==> src/rtl/sprite_motion_sched.sv <==
// sprite_motion_sched: bouncing-sprite motion scheduler with host repositioning and priority compositing.
// Optional macro SPRITE_OVERRUN_CNT_EN adds an 8-bit saturating count of collapsed frame pulses.
module sprite_motion_sched #(
    parameter int WIDTH = 800,
    parameter int HEIGHT = 600,
    parameter int NUM_SPRITES = 4,
    parameter int SPRITE_SIZE = 100
) (
    input  logic clk,
    input  logic reset,
    input  logic [$clog2(WIDTH)-1:0] x,
    input  logic [$clog2(HEIGHT)-1:0] y,
    input  logic frame,
    input  logic cfg_valid,
    output logic cfg_ready,
    input  logic [2:0] cfg_idx,
    input  logic [$clog2(WIDTH)-1:0] cfg_x,
    input  logic [$clog2(HEIGHT)-1:0] cfg_y,
    output logic busy,
    output logic [23:0] data
`ifdef SPRITE_OVERRUN_CNT_EN
    ,
    output logic [7:0] overrun_cnt
`endif
);
    localparam int XW = $clog2(WIDTH);
    localparam int YW = $clog2(HEIGHT);
    localparam logic [XW-1:0] XMAX = XW'(WIDTH - SPRITE_SIZE);
    localparam logic [YW-1:0] YMAX = YW'(HEIGHT - SPRITE_SIZE);
    localparam logic [2:0] LAST = 3'(NUM_SPRITES - 1);

    typedef enum logic {IDLE, UPDATE} state_t;
    state_t state, state_nx;
    logic [2:0] ptr, ptr_nx;
    logic pending, pending_nx;
    logic [XW-1:0] sx [NUM_SPRITES];
    logic [YW-1:0] sy [NUM_SPRITES];
    logic dx [NUM_SPRITES];
    logic dy [NUM_SPRITES];
    logic [1:0] col [NUM_SPRITES];
    logic [XW-1:0] cur_x, nxt_x;
    logic [YW-1:0] cur_y, nxt_y;
    logic cur_dx, cur_dy, flip_x, flip_y;
    logic cfg_acc;

    function automatic logic [23:0] palette(input logic [1:0] c);
        return c == 2'd0 ? 24'h012345 : c == 2'd1 ? 24'hFF0000 : c == 2'd2 ? 24'h00FF00 : 24'h0000FF;
    endfunction

    assign busy = state == UPDATE;
    assign cfg_ready = state == IDLE;
    assign cfg_acc = cfg_valid && cfg_ready;

    // a frame arriving on the last cycle of a pass is folded into the restart decision
    always_comb begin
        state_nx = state;
        ptr_nx = ptr;
        pending_nx = pending;
        if (state == IDLE) begin
            state_nx = frame ? UPDATE : IDLE;
            ptr_nx = '0;
        end else begin
            ptr_nx = ptr == LAST ? '0 : ptr + 3'd1;
            pending_nx = ptr == LAST ? 1'b0 : pending | frame;
            state_nx = (ptr == LAST && !(pending || frame)) ? IDLE : UPDATE;
        end
    end

    // single shared motion datapath, muxed onto the sprite selected by ptr
    always_comb begin
        cur_x = '0;
        cur_y = '0;
        cur_dx = 1'b0;
        cur_dy = 1'b0;
        for (int i = 0; i < NUM_SPRITES; i++)
            if (ptr == 3'(i)) begin
                cur_x = sx[i];
                cur_y = sy[i];
                cur_dx = dx[i];
                cur_dy = dy[i];
            end
        flip_x = cur_dx ? cur_x >= XMAX : cur_x == '0;
        flip_y = cur_dy ? cur_y >= YMAX : cur_y == '0;
        nxt_x = flip_x ? cur_x : cur_dx ? cur_x + XW'(1) : cur_x - XW'(1);
        nxt_y = flip_y ? cur_y : cur_dy ? cur_y + YW'(1) : cur_y - YW'(1);
    end

    always_ff @(posedge clk or posedge reset) begin
        if (reset) begin
            state <= IDLE;
            ptr <= '0;
            pending <= 1'b0;
            for (int i = 0; i < NUM_SPRITES; i++) begin
                sx[i] <= XW'(i * SPRITE_SIZE);
                sy[i] <= YW'(i * SPRITE_SIZE);
                dx[i] <= 1'b1;
                dy[i] <= 1'b1;
                col[i] <= 2'(i % 4);
            end
        end else begin
            state <= state_nx;
            ptr <= ptr_nx;
            pending <= pending_nx;
            for (int i = 0; i < NUM_SPRITES; i++)
                if (cfg_acc && cfg_idx == 3'(i)) begin
                    sx[i] <= cfg_x > XMAX ? XMAX : cfg_x;
                    sy[i] <= cfg_y > YMAX ? YMAX : cfg_y;
                end else if (busy && ptr == 3'(i)) begin
                    sx[i] <= nxt_x;
                    sy[i] <= nxt_y;
                    dx[i] <= dx[i] ^ flip_x;
                    dy[i] <= dy[i] ^ flip_y;
                    col[i] <= col[i] + 2'(flip_x | flip_y);
                end
        end
    end

    // scan from the highest index down so the lowest covering sprite wins
    always_comb begin
        data = '0;
        for (int i = NUM_SPRITES - 1; i >= 0; i--)
            if ({1'b0, x} >= {1'b0, sx[i]} && {1'b0, x} < {1'b0, sx[i]} + (XW+1)'(SPRITE_SIZE) &&
                {1'b0, y} >= {1'b0, sy[i]} && {1'b0, y} < {1'b0, sy[i]} + (YW+1)'(SPRITE_SIZE))
                data = palette(col[i]);
    end

`ifdef SPRITE_OVERRUN_CNT_EN
    always_ff @(posedge clk or posedge reset) begin
        if (reset)
            overrun_cnt <= '0;
        else if (cfg_acc && cfg_idx == 3'd7)
            overrun_cnt <= '0;
        else if (busy && frame && pending && overrun_cnt != 8'hFF)
            overrun_cnt <= overrun_cnt + 8'd1;
    end
`endif
endmodule

==> config.mk <==
export PLATFORM = sky130hd
export DESIGN_NAME = sprite_motion_sched
export DESIGN_NICKNAME = d
export VERILOG_FILES = /design/src/rtl/sprite_motion_sched.sv
export SDC_FILE = /design/constraint.sdc
export NUM_CORES = 1
export LEC_CHECK = 0
export ABC_AREA = 1
export BUFFER_PORTS_ARGS = -buffer_cell sky130_fd_sc_hd__buf_2
export CAP_MARGIN = 20
export CORE_ASPECT_RATIO = 1.75
export CORE_UTILIZATION = 45
export CTS_CLUSTER_SIZE = 12
export DETAILED_ROUTE_END_ITERATION = 10
export GPL_ROUTABILITY_DRIVEN = 0
export PLACE_DENSITY = 0.73
export SYNTH_ARGS = -nofsm -noshare
export SYNTH_HDL_FRONTEND = slang
export SYNTH_SLANG_ARGS = --single-unit
==> constraint.sdc <==
create_clock -name clk -period 9.5 [get_ports clk]
set_input_delay 1.9 -clock clk [delete_from_list [all_inputs] [get_ports clk]]
set_output_delay 1.9 -clock clk [all_outputs]
set_load 0.005 [all_outputs]
==> impl_metrics.json <==
{
  "via_per_inst": 5.76,
  "drv_cap": 0,
  "hp-start": "dy[3]$_DFFE_PP1P_",
  "drt_iter0_drc": 969,
  "synth_adder_area_share": 0.198,
  "fp.dieW_um": 127,
  "coreArea_mm2": 0.0268,
  "synthesis.area_mm2": 0.0123,
  "timing.final.crit_period_ns": 6.27,
  "rsz0062_at_grt": "no",
  "synth_enable_flop_cells": 0,
  "cts-root-buf": "clkbuf_16",
  "firstDrtPassIters": 8,
  "slew_headroom": 0.340,
  "synth_top_family_by_area": "simple AND/OR/NAND/NOR gates",
  "timing.rr.start": "ptr[1]$_DFF_PP0_",
  "initial_utilization": 0.461,
  "reg2regPathDepth": 18,
  "drt-wirelength-per-cell_um": 19.6,
  "r2r-end": "sx[6]$_DFFE_PP0P_",
  "cts_tree": "done",
  "yosysWarnings": 0,
  "syn-num-nets": 2099,
  "grt_pass1_wl_um": 68200,
  "syn_area_per_cell_um2": 6.64,
  "drc": 0,
  "wirelength_um": 44600,
  "clock_skew_ns": 0.0137,
  "hold_viol_final": 0,
  "io_pins": 73,
  "worst_pin_slew_ns": 0.979,
  "synth-simple-area-share": 0.329,
  "post_cts_resized": 0,
  "grt_antenna_before_repair": 0,
  "final_nets": 2141,
  "crit_required_ns": 7.60,
  "ys.flop_type": "dfrtp_1",
  "async_flop_share": 1.00,
  "syn_inst": 1858,
  "area_delta_synth_final_pct": 7.76,
  "num_vias": 13100,
  "cts_buffers": 9,
  "hold_end": "dy[3]$_DFFE_PP1P_",
  "grt_max_degree": 53,
  "clk_pin_slew_ns": 0.07,
  "grt_use_total": 0.321,
  "fin_crit_sh": 0.660,
  "finalSetupTns_ns": 0,
  "r2r_slack_ns": 4.16,
  "dieArea_mm2": 0.0281,
  "clockBufferDepth": 2,
  "hold_path_class": "reg2reg",
  "slew_viol_final": 0,
  "synth_mux_area_frac": 0,
  "grt_overflow": 0,
  "cp-start-kind": "input port",
  "hpwl_um": 33500,
  "synth-seq-area-share": 0.208,
  "hold_depth": 2,
  "fmax_mhz": 159,
  "die_h_um": 221,
  "setup_violations": 0,
  "port_buffers": 72,
  "critical_path_class": "in2out",
  "status": "completed",
  "stdcell_area_mm2": 0.0133,
  "synth_compound_area_frac": 0.103,
  "hold_buffers": 0,
  "arrival_ns": 4.37,
  "cts.sinks": 101,
  "drive_above_1_share": 0.102,
  "critical_path.max_fanout": 8,
  "endpoint_kind": "primary output",
  "cts_setup_buffers": 0,
  "diodes": 0,
  "postRouteAntennaNets": 0,
  "fp-row-count": 79,
  "ys_types": 45,
  "htreeDepth": 3,
  "synthXorXnorAreaFrac": 0.0433,
  "synth.ff_latch_count": 101,
  "clk_latency_ns": 0.37,
  "grt_pass1_vias": 13000,
  "dpl_cell_area_mm2": 0.0130
}
[Yosys cell counts (3+ instances only)]
library cell	instances	area share
o211ai_1	5	0.0030
o2111ai_1	3	0.0021
nor2_1	100	0.030
or2_2	10	0.0051
clkbuf_1	16	0.0049
xnor2_1	12	0.0085
a21oi_1	80	0.032
nand3_1	223	0.090
a22oi_1	16	0.0097
dfrtp_1	69	0.14
dfstp_2	32	0.068
buf_4	25	0.015
nand4_1	27	0.014
buf_2	7	0.0028
inv_1	283	0.086
nand2_1	514	0.16
nand2_4	4	0.0037
o21bai_1	8	0.0049
nor3_1	11	0.0045
o21ai_0	70	0.028
a21o_1	5	0.0030
nor4_1	10	0.0051
inv_2	12	0.0037
nand3b_1	9	0.0055
a21oi_2	3	0.0021
ha_1	192	0.19
nand2_2	6	0.0030
xor2_1	49	0.035
buf_6	5	0.0046
nand3_2	9	0.0073
o21ai_1	21	0.0085
[layout by cell type, fill, tap and decap left out, drive strengths merged, types with 3 or more instances in the layout]
master and instances:
clkbuf 10, o21ai 92, nor2 104, nor4 10, o2111ai 3, o21bai 8
or2 10, nand3b 9, nor3 11, dfrtp 69, inv 296, a21o 5
o211ai 5, a21oi 85, nand2 524, nand4 27, xor2 49, clkinv 3
xnor2 12, dfstp 32, a22oi 16, buf 86, ha 192, nand3 233
bufinv 3
[registers in the layout, summed over array words and instances, names as in the netlist]
| signal | count |
|---|---|
| pending | 1 |
| dy | 4 |
| sx | 40 |
| col | 8 |
| sy | 40 |
| ptr | 3 |
| dx | 4 |
| busy | 1 |
[how the worst max path moves through the flow]
stage                     slack (ns)  start  cells past startpoint  endpoint
after floorplan                 4.02   y[4]                     13  data[18]
after global placement          3.37   y[8]                     15  data[17]
after detailed placement        3.32   y[6]                     11  data[23]
after CTS                       3.31   y[6]                     11  data[23]
after global routing            3.06   y[6]                     14   data[3]
final                           3.23   x[7]                     11  data[17]
[cell type report]
cell class                 count  area [um2]
multi-input combinational   1405        8350
inverter                     297        1120
sequential                   101        2570
tap                          364         455
clock buffer                  10         229
clock inverter                 6         111
timing repair buffer          86         465
fill                        2687       13500
[per-stage QoR]
step / hold slack [ns] / util / worst slack (ns) / cells
4_1_cts: 0.472 / 0.496 / 3.31 / 2269
3_3_place_gp: 0.451 / 0.484 / 3.37 / 2253
5_1_grt: 0.497 / 0.496 / 3.06 / 2269
3_5_place_dp: 0.461 / 0.484 / 3.32 / 2253
6_report: 0.471 / 0.496 / 3.23 / 2269
2_1_floorplan: 0.442 / - / 4.02 / 1858
[cell families (layout without fill, tap and decap cells)]
group / Yosys count / count (layout)
AO/OA/AOI/OAI: 222 / 222
AND/OR/NAND/NOR: 928 / 928
flip-flops: 101 / 101
buffers and inverters: 352 / 399
adder cells (fa/ha/maj): 194 / 194
XOR/XNOR: 61 / 61
[critical path: stages]
cell and delay [ns]:
buf_2 0.17, ha_1 0.32, nand2_1 0.10, nor4_1 0.53, nand3_1 0.24, nand4_1 0.34, nand2_1 0.21, nand3_1 0.15
nand3_1 0.09, nand2_1 0.17, buf_2 0.15
[per-layer routing]
metal / vias to the layer above / track usage / share of wire
met5: - / 0 / 0
met3: 289 / 0.0592 / 0.078
li1: 6097 / - / -
met4: 0 / 0.311 / 0.10
met2: 684 / 0.558 / 0.49
met1: 5989 / 0.314 / 0.33
Power is not shown: default switching activity piles up to over one toggle a cycle in this logic, so the estimate is an artifact.
